--- src/rtl/hilo_mult_ctrl_if.sv ---
// Operation-request and multiplier-side bus of hilo_mult_ctrl.
//   master : control unit / multiplier side (drives requests and product words)
//   slave  : hilo_mult_ctrl (drives ready, multiplier launch, HI/LO and read results)
// Signals:
//   op_valid/op_sel/rs_val/rt_val : operation request and operands
//   op_ready                      : request accepted on an edge when op_valid && op_ready
//   mul_start/mul_x/mul_y         : launch pulse and held operands to the multiplier
//   mul_high/mul_low              : multiplier product words
//   hi/lo                         : architectural HI/LO registers
//   rd_data/rd_valid              : MFHI/MFLO result and its one-cycle qualifier
//   mult_done                     : one-cycle pulse after HI/LO take a new product
interface hilo_mult_ctrl_if;
  logic        op_valid;
  logic [2:0]  op_sel;
  logic [31:0] rs_val;
  logic [31:0] rt_val;
  logic        op_ready;
  logic        mul_start;
  logic [31:0] mul_x;
  logic [31:0] mul_y;
  logic [31:0] mul_high;
  logic [31:0] mul_low;
  logic [31:0] hi;
  logic [31:0] lo;
  logic [31:0] rd_data;
  logic        rd_valid;
  logic        mult_done;

  modport master (
    output op_valid, op_sel, rs_val, rt_val, mul_high, mul_low,
    input  op_ready, mul_start, mul_x, mul_y, hi, lo, rd_data, rd_valid, mult_done
  );

  modport slave (
    input  op_valid, op_sel, rs_val, rt_val, mul_high, mul_low,
    output op_ready, mul_start, mul_x, mul_y, hi, lo, rd_data, rd_valid, mult_done
  );
endinterface

--- src/rtl/hilo_mult_ctrl.sv ---
// HI/LO register file and sequencer for a fixed-latency signed 32x32 multiplier.
// Accepts MULT/MFHI/MFLO/MTHI/MTLO, launches the multiplier with held operands, captures the
// product on the single cycle it is valid and stalls further ops while a multiply is in flight.
// Ports:
//   clk : system clock, rising edge
//   rst : asynchronous active-low reset
//   bus : hilo_mult_ctrl_if.slave (request handshake, multiplier link, HI/LO, read results)
module hilo_mult_ctrl #(
  parameter int unsigned MUL_LAT = 34
) (
  input  logic             clk,
  input  logic             rst,
  hilo_mult_ctrl_if.slave  bus
);

  localparam logic [2:0] OpMult = 3'b000;
  localparam logic [2:0] OpMfhi = 3'b001;
  localparam logic [2:0] OpMflo = 3'b010;
  localparam logic [2:0] OpMthi = 3'b011;
  localparam logic [2:0] OpMtlo = 3'b100;

  // Counter value of the cycle in which the product is valid.
  localparam logic [5:0] CapCnt = 6'(MUL_LAT);

  typedef enum logic {StIdle, StWait} state_e;

  state_e      state_q, state_d;
  logic [5:0]  cnt_q, cnt_d;
  logic        mul_start_q, mul_start_d;
  logic [31:0] mul_x_q, mul_x_d;
  logic [31:0] mul_y_q, mul_y_d;
  logic [31:0] hi_q, hi_d;
  logic [31:0] lo_q, lo_d;
  logic [31:0] rd_data_q, rd_data_d;
  logic        rd_valid_q, rd_valid_d;
  logic        mult_done_q, mult_done_d;

  always_comb begin
    state_d     = state_q;
    cnt_d       = cnt_q;
    mul_start_d = 1'b0;
    mul_x_d     = mul_x_q;
    mul_y_d     = mul_y_q;
    hi_d        = hi_q;
    lo_d        = lo_q;
    rd_data_d   = rd_data_q;
    rd_valid_d  = 1'b0;
    mult_done_d = 1'b0;

    unique case (state_q)
      StIdle: begin
        if (bus.op_valid) begin
          case (bus.op_sel)
            OpMult: begin
              mul_x_d     = bus.rs_val;
              mul_y_d     = bus.rt_val;
              cnt_d       = 6'd0;
              mul_start_d = 1'b1;
              state_d     = StWait;
            end
            OpMfhi: begin
              rd_data_d  = hi_q;
              rd_valid_d = 1'b1;
            end
            OpMflo: begin
              rd_data_d  = lo_q;
              rd_valid_d = 1'b1;
            end
            OpMthi: hi_d = bus.rs_val;
            OpMtlo: lo_d = bus.rs_val;
            default: ; // unused codes are consumed with no effect
          endcase
        end
      end
      StWait: begin
        // The multiplier clears its outputs one cycle after this, so capture exactly here.
        if (cnt_q == CapCnt) begin
          hi_d        = bus.mul_high;
          lo_d        = bus.mul_low;
          mult_done_d = 1'b1;
          cnt_d       = 6'd0;
          state_d     = StIdle;
        end else begin
          cnt_d = cnt_q + 6'd1;
        end
      end
    endcase
  end

  always_ff @(posedge clk or negedge rst) begin
    if (!rst) begin
      state_q     <= StIdle;
      cnt_q       <= 6'd0;
      mul_start_q <= 1'b0;
      mul_x_q     <= 32'd0;
      mul_y_q     <= 32'd0;
      hi_q        <= 32'd0;
      lo_q        <= 32'd0;
      rd_data_q   <= 32'd0;
      rd_valid_q  <= 1'b0;
      mult_done_q <= 1'b0;
    end else begin
      state_q     <= state_d;
      cnt_q       <= cnt_d;
      mul_start_q <= mul_start_d;
      mul_x_q     <= mul_x_d;
      mul_y_q     <= mul_y_d;
      hi_q        <= hi_d;
      lo_q        <= lo_d;
      rd_data_q   <= rd_data_d;
      rd_valid_q  <= rd_valid_d;
      mult_done_q <= mult_done_d;
    end
  end

  assign bus.op_ready  = (state_q == StIdle);
  assign bus.mul_start = mul_start_q;
  assign bus.mul_x     = mul_x_q;
  assign bus.mul_y     = mul_y_q;
  assign bus.hi        = hi_q;
  assign bus.lo        = lo_q;
  assign bus.rd_data   = rd_data_q;
  assign bus.rd_valid  = rd_valid_q;
  assign bus.mult_done = mult_done_q;

endmodule

--- src/flat_wrapper.sv ---
// flat-port wrapper written by rule: the top's interface ports become plain ports
module hilo_mult_ctrl_flat 
#(
  parameter int unsigned MUL_LAT = 34
)
  (clk, rst, bus_op_valid, bus_op_sel, bus_rs_val, bus_rt_val, bus_mul_high, bus_mul_low, bus_op_ready, bus_mul_start, bus_mul_x, bus_mul_y, bus_hi, bus_lo, bus_rd_data, bus_rd_valid, bus_mult_done);
  hilo_mult_ctrl_if bus_i ();
  input  logic clk;
  input  logic rst;
  input wire logic [$bits(bus_i.op_valid)-1:0] bus_op_valid;
  input wire logic [$bits(bus_i.op_sel)-1:0] bus_op_sel;
  input wire logic [$bits(bus_i.rs_val)-1:0] bus_rs_val;
  input wire logic [$bits(bus_i.rt_val)-1:0] bus_rt_val;
  input wire logic [$bits(bus_i.mul_high)-1:0] bus_mul_high;
  input wire logic [$bits(bus_i.mul_low)-1:0] bus_mul_low;
  output wire logic [$bits(bus_i.op_ready)-1:0] bus_op_ready;
  output wire logic [$bits(bus_i.mul_start)-1:0] bus_mul_start;
  output wire logic [$bits(bus_i.mul_x)-1:0] bus_mul_x;
  output wire logic [$bits(bus_i.mul_y)-1:0] bus_mul_y;
  output wire logic [$bits(bus_i.hi)-1:0] bus_hi;
  output wire logic [$bits(bus_i.lo)-1:0] bus_lo;
  output wire logic [$bits(bus_i.rd_data)-1:0] bus_rd_data;
  output wire logic [$bits(bus_i.rd_valid)-1:0] bus_rd_valid;
  output wire logic [$bits(bus_i.mult_done)-1:0] bus_mult_done;
  assign bus_i.op_valid = bus_op_valid;
  assign bus_i.op_sel = bus_op_sel;
  assign bus_i.rs_val = bus_rs_val;
  assign bus_i.rt_val = bus_rt_val;
  assign bus_i.mul_high = bus_mul_high;
  assign bus_i.mul_low = bus_mul_low;
  assign bus_op_ready = bus_i.op_ready;
  assign bus_mul_start = bus_i.mul_start;
  assign bus_mul_x = bus_i.mul_x;
  assign bus_mul_y = bus_i.mul_y;
  assign bus_hi = bus_i.hi;
  assign bus_lo = bus_i.lo;
  assign bus_rd_data = bus_i.rd_data;
  assign bus_rd_valid = bus_i.rd_valid;
  assign bus_mult_done = bus_i.mult_done;
  hilo_mult_ctrl #(.MUL_LAT(MUL_LAT)) u_core (.clk(clk), .rst(rst), .bus(bus_i));
endmodule
--- config.mk ---
export PLATFORM = sky130hd
export DESIGN_NAME = hilo_mult_ctrl_flat
export DESIGN_NICKNAME = d
export VERILOG_FILES = /design/src/rtl/hilo_mult_ctrl_if.sv /design/src/rtl/hilo_mult_ctrl.sv /design/src/flat_wrapper.sv
export SDC_FILE = /design/constraint.sdc
export NUM_CORES = 1
export LEC_CHECK = 0
export CAP_MARGIN = 5
export CELL_PAD_IN_SITES_DETAIL_PLACEMENT = 2
export CELL_PAD_IN_SITES_GLOBAL_PLACEMENT = 2
export CORE_AREA = 3 3 198 142
export DETAILED_ROUTE_END_ITERATION = 16
export DIE_AREA = 0 0 201 145
export PLACE_DENSITY_LB_ADDON = 0.1
export RECOVER_POWER = 50
export SYNTH_ARGS = -nofsm -noshare
export SYNTH_HDL_FRONTEND = slang
export SYNTH_SLANG_ARGS = --single-unit
--- constraint.sdc ---
create_clock -name clk -period 6.1 [get_ports clk]
set_clock_uncertainty 0.15 [all_clocks]
set_input_delay 0.915 -clock clk [delete_from_list [all_inputs] [get_ports clk]]
set_output_delay 0.915 -clock clk [all_outputs]
set_load 0.03 [all_outputs]
[Yosys cells after proc, flatten, opt, wreduce, memory -nomap -nowiden]
Index checks and enable logic that the tools add are counted.
Word-level totals
  bits of input ports: 134
  bits in registers: 170
  word-level logic and storage cells: 53
  output and inout port bits: 164
Operators by class
  muxes and demuxes: 23
  bitwise logic cells: 1
  reductions and logical operators: 8
  add/sub/neg operators: 1
  equal/unequal tests: 10
Operator list (count)
  $mux 32: 6
  $pmux 32 s2: 3
  $mux 6: 3
  $pmux 6 s2: 1
  $reduce_and 3->1: 4
  $mux 1: 9
  $add 6x1->6 const B: 1
  $eq 3x2->1 const B: 2
  $eq 6x6->1 const B: 1
  $ne 2x1->1 const B: 3
  $ne 2x2->1 const B: 2
  $eq 3x1->1 const B: 1
  $eq 3x3->1 const B: 1
  $logic_not 3->1: 1
  $pmux 1 s2: 1
  $reduce_and 2->1: 1
  $reduce_bool 2->1: 1
  $reduce_or 2->1: 1
  $not 1->1: 1

[Depth between registers and ports, before layout]
  depth in word-level cells: 5
  gate-level depth with buffers: 7
  mapped depth without buffers: 6

[Least setup slack after synthesis]
No wires, ideal clock.
  path kind: register to output
  start point: register u_core.state_q
  end point: output bus_op_ready
  path buffers: 2
  data arrival time: 1.240 ns
  path slack: 3.795 ns
  required time: 5.035 ns
  stages on the path, launching flop included: 4
  cells stage by stage: dfrtp_1 -> inv_2 -> clkbuf_1 -> clkbuf_1
On the way
  word-level cells in the longest chain between the ends: 1
Ends and longest elaborated chain
  start: declaration: line hilo_mult_ctrl.sv:27  | state_e state_q, state_d;
  start signal: assignment: line hilo_mult_ctrl.sv:92  | state_q <= StIdle;
  start signal: assignment: line hilo_mult_ctrl.sv:103  | state_q <= state_d;
  $not 1->1 (no source line)
  end: declaration: line flat_wrapper.sv:16  | output wire logic [$bits(bus_i.op_ready)-1:0] bus_op_ready;
Every way passes these cells.

==> summary.md <==
| Metric | Value |
|---|---|
| Status | complete, but fails checks |
| Violated checks | capacitance limit, slew limit |
| Synth-to-Final Area Change | 53.50% |
| DRC errors left | 0 |
| Final period util | a little under three fifths |
| Cell Pwr Density | 536.5 nW/µm² |
| Hold buffer count at cts | 0 |
| Htree depth | 4 |
| Synth Area per Inst | ~12 µm² |
| Mapped Area | 7320 µm² |
| Sequential Power Share | between 30% and 40% |
| DR vias | 5875 |
| Initial antenna violation count | 1 |
| CP peak stage delay | 1.82 ns |
| Die Wd | about 200 µm |
| Ports | between 200 and 300 |
| Core Util, Final | between 40% and 50% |
| Initial Util | ~28% |
| First-pass GRT wire length | 42170 µm |
| Clock share of power | 18.3% |
| Die area | 29150 µm² |
| Pint | around 0.0035 W |
| Switch Pwr | approximately 0.0026 W |
| Setup TNS | 0 ns |
| Nets | ~1100 |
| Slew Limit Headroom | -75.25% |
| Post-synthesis net count | around 770 |
| Final Max Slew Viols | 50 |
| Crit-path cells | clkbuf_1 > buf_4 |
| Leak | 5.148 nW |
| Row count | 50 |
| Slowest-stage cell, CP | clkbuf_1 |
| Clock Latency Late Sink | around 0.43 ns |
| Clk slew on worst S/H paths | approximately 0.07 ns |
| Share of post-route cells with drive strength above 1 | under 10% |
| Mapped Cells | around 630 |
| Clock root buffer | clkbuf_16 |
| Total CTS buffers | 17 |
| Max_cap viols | 1 |
| Min Tclk post-route | approximately 3.5 ns |
| Post-CTS setup buffers | 0 |
| First drt pass iteration count | 6 |
| Final RePlAce weighted congestion | 0.7472 |
| Seq cells post-synth | 170 |
| Crit path buffers/inverters | 2 |
| VDD IR max | around 0.00023 V |
| Crit Path Category | in2async |
| Peak Freq | about 290 MHz |
| Core ar. | 26460 µm² |
| RSZ-0062 raised after global routing | false |
| Clock tree buffer depth | 2 |
| Most frequent cells in the layout | clkdlybuf4s50_1 (222), nand2_1 (197), dfrtp_1 (169) |
| Yosys cell types | 27 |
| Final hold violation count | 0 |
| DR iter-0 viols | ~150 |
| Die height | 145 µm |
| Largest net degree at the start of global routing | a little under 70 |
| Routed WL | between 20000 and 30000 µm |
| Drt wl/cell | around 20 µm |
| Most common cell after layout, fill and taps aside | clkdlybuf4s50_1 |
| IO buf count | 297 |
| Worst Path Arrival | approximately 3.8 ns |
| Nature of the critical path endpoint | asynchronous set/reset pin |
| DP Wirelength | around 19000 µm |
| CTS tree | built |
| Number of synthesis warnings | 0 |
| Total power | ~0.0060 W |
| Overflow after GRT | 0 |
| Vias in the first global route | 6881 |
| Cell family with most CP delay | buffers and inverters |
| Worst Setup Start Kind | input pin |
| Worst hold path class | reg2reg |
| Antenna Nets Post-Route | 0 |
| Comb pwr share | about half |
| Switching Share | between 40% and 50% |
| CP Max Fanout | 64 |
| Post-CTS sizing | 0 |
| CTS Sinks | 170 |
| Sequential element share of the synthesized area | between 50% and 60% |
| Setup-failing EPs final | 0 |
| Vias per cell | ~4.5 |
| Total GRT Usage | between 10% and 20% |
| Least-Margin Pin Slew | roughly 2.6 ns |
| WP data required | ~6.4 ns |
cell usage after synthesis:
cell type / count / share of area (%)
nor3b_1: 1 / 0.10
mux2i_1: 32 / 4.4
dfrtp_1: 170 / 58
buf_4: 3 / 0.31
nor3b_2: 1 / 0.17
xor2_1: 3 / 0.36
o31ai_1: 1 / 0.10
inv_1: 2 / 0.10
ha_1: 2 / 0.34
nor2_1: 3 / 0.15
o21ai_0: 1 / 0.068
o21ai_1: 39 / 2.7
buf_2: 12 / 0.82
a31oi_1: 1 / 0.086
nand3_1: 3 / 0.21
nand2_1: 199 / 10
nor4_4: 1 / 0.29
a31oi_2: 1 / 0.17
a41o_1: 1 / 0.14
nor4_1: 1 / 0.086
nand3b_1: 1 / 0.10
a21oi_1: 1 / 0.068
clkbuf_1: 19 / 0.97
inv_2: 3 / 0.15
nand2b_1: 1 / 0.086
buf_1: 1 / 0.051
mux2_1: 128 / 20
final timing paths:
check	to	slack [ns]	depth (start not counted)	startpoint
max in group clk	bus_op_ready	2.69	3	u_core.state_q
max	u_core.bus.lo[3]	2.62	2	rst
min	u_core.bus.rd_data[7]	0.33	2	u_core.bus.rd_data[7]
min in group asynchronous	u_core.bus.mul_y[15]	1.15	1	rst
max reg2reg	u_core.bus.lo[11]	2.82	6	u_core.cnt_q[0]
min reg2reg	u_core.bus.rd_data[7]	0.33	2	u_core.bus.rd_data[7]
power by group through the flow:
stage          Sequential [W]  Clock (W)  Combinational (W)
6_report              0.00198    0.00110            0.00294
4_1_cts               0.00201    0.00114            0.00308
2_1_floorplan         0.00292          0           0.000644
5_1_grt               0.00207    0.00119            0.00313
3_3_place_gp          0.00197          0            0.00300
3_5_place_dp          0.00202          0            0.00306
flip-flops by register name, indices dropped and copies added, names as in the netlist:
signal	flops
u_core.bus.mult_done	1
u_core.cnt_q	6
u_core.bus.mul_x	32
u_core.state_q	1
u_core.bus.mul_start	1
u_core.bus.rd_data	32
u_core.bus.mul_y	32
u_core.bus.hi	32
u_core.bus.rd_valid	1
u_core.bus.lo	32
logic make-up (layout without fill, tap and decap cells):
logic type	after synthesis	after routing	share of synthesized area, %
compound gates	45	45	3.299
xor+xnor	3	3	0.3590
fa+ha+maj	2	2	0.3418
buf+inv	40	341	2.410
flops	170	170	58.12
mux	160	160	24.07
other cells	0	1	0
simple gates	211	211	11.40
stage by stage:
step	cell area (µm²)	cells	setup slack [ns]	hold WS [ns]
3_5_place_dp	10670	1264	2.651	0.3252
2_1_floorplan	7320	631	3.795	0.3606
5_1_grt	11240	1297	2.054	0.3537
3_3_place_gp	10670	1264	2.749	0.3185
6_report	11240	1297	2.623	0.3277
4_1_cts	11260	1296	2.602	0.2617
layout make-up:
type / instances / area [µm²]
Fill cell: 2719 / 15230
Timing Repair Buffer: 304 / 3019
Clock inverter: 7 / 90.09
Inverter: 5 / 18.77
Multi-Input combinational cell: 421 / 2899
Clock buffer: 25 / 495.5
Antenna cell: 1 / 2.502
Tap cell: 364 / 455.4
Sequential cell: 170 / 4255
metal layers:
metal  vias to the layer above  track usage, %  routed length, µm  part of all wire (%)
li1                       2689               -                  -                     -
met3                        21           6.593               1718                   6.5
met5                         -               0                  0                     0
met4                         0           4.739                336                   1.3
met1                      3006           21.88              11080                    42
met2                       159           32.55              13430                    51
(Power assumes the default switching activity.)
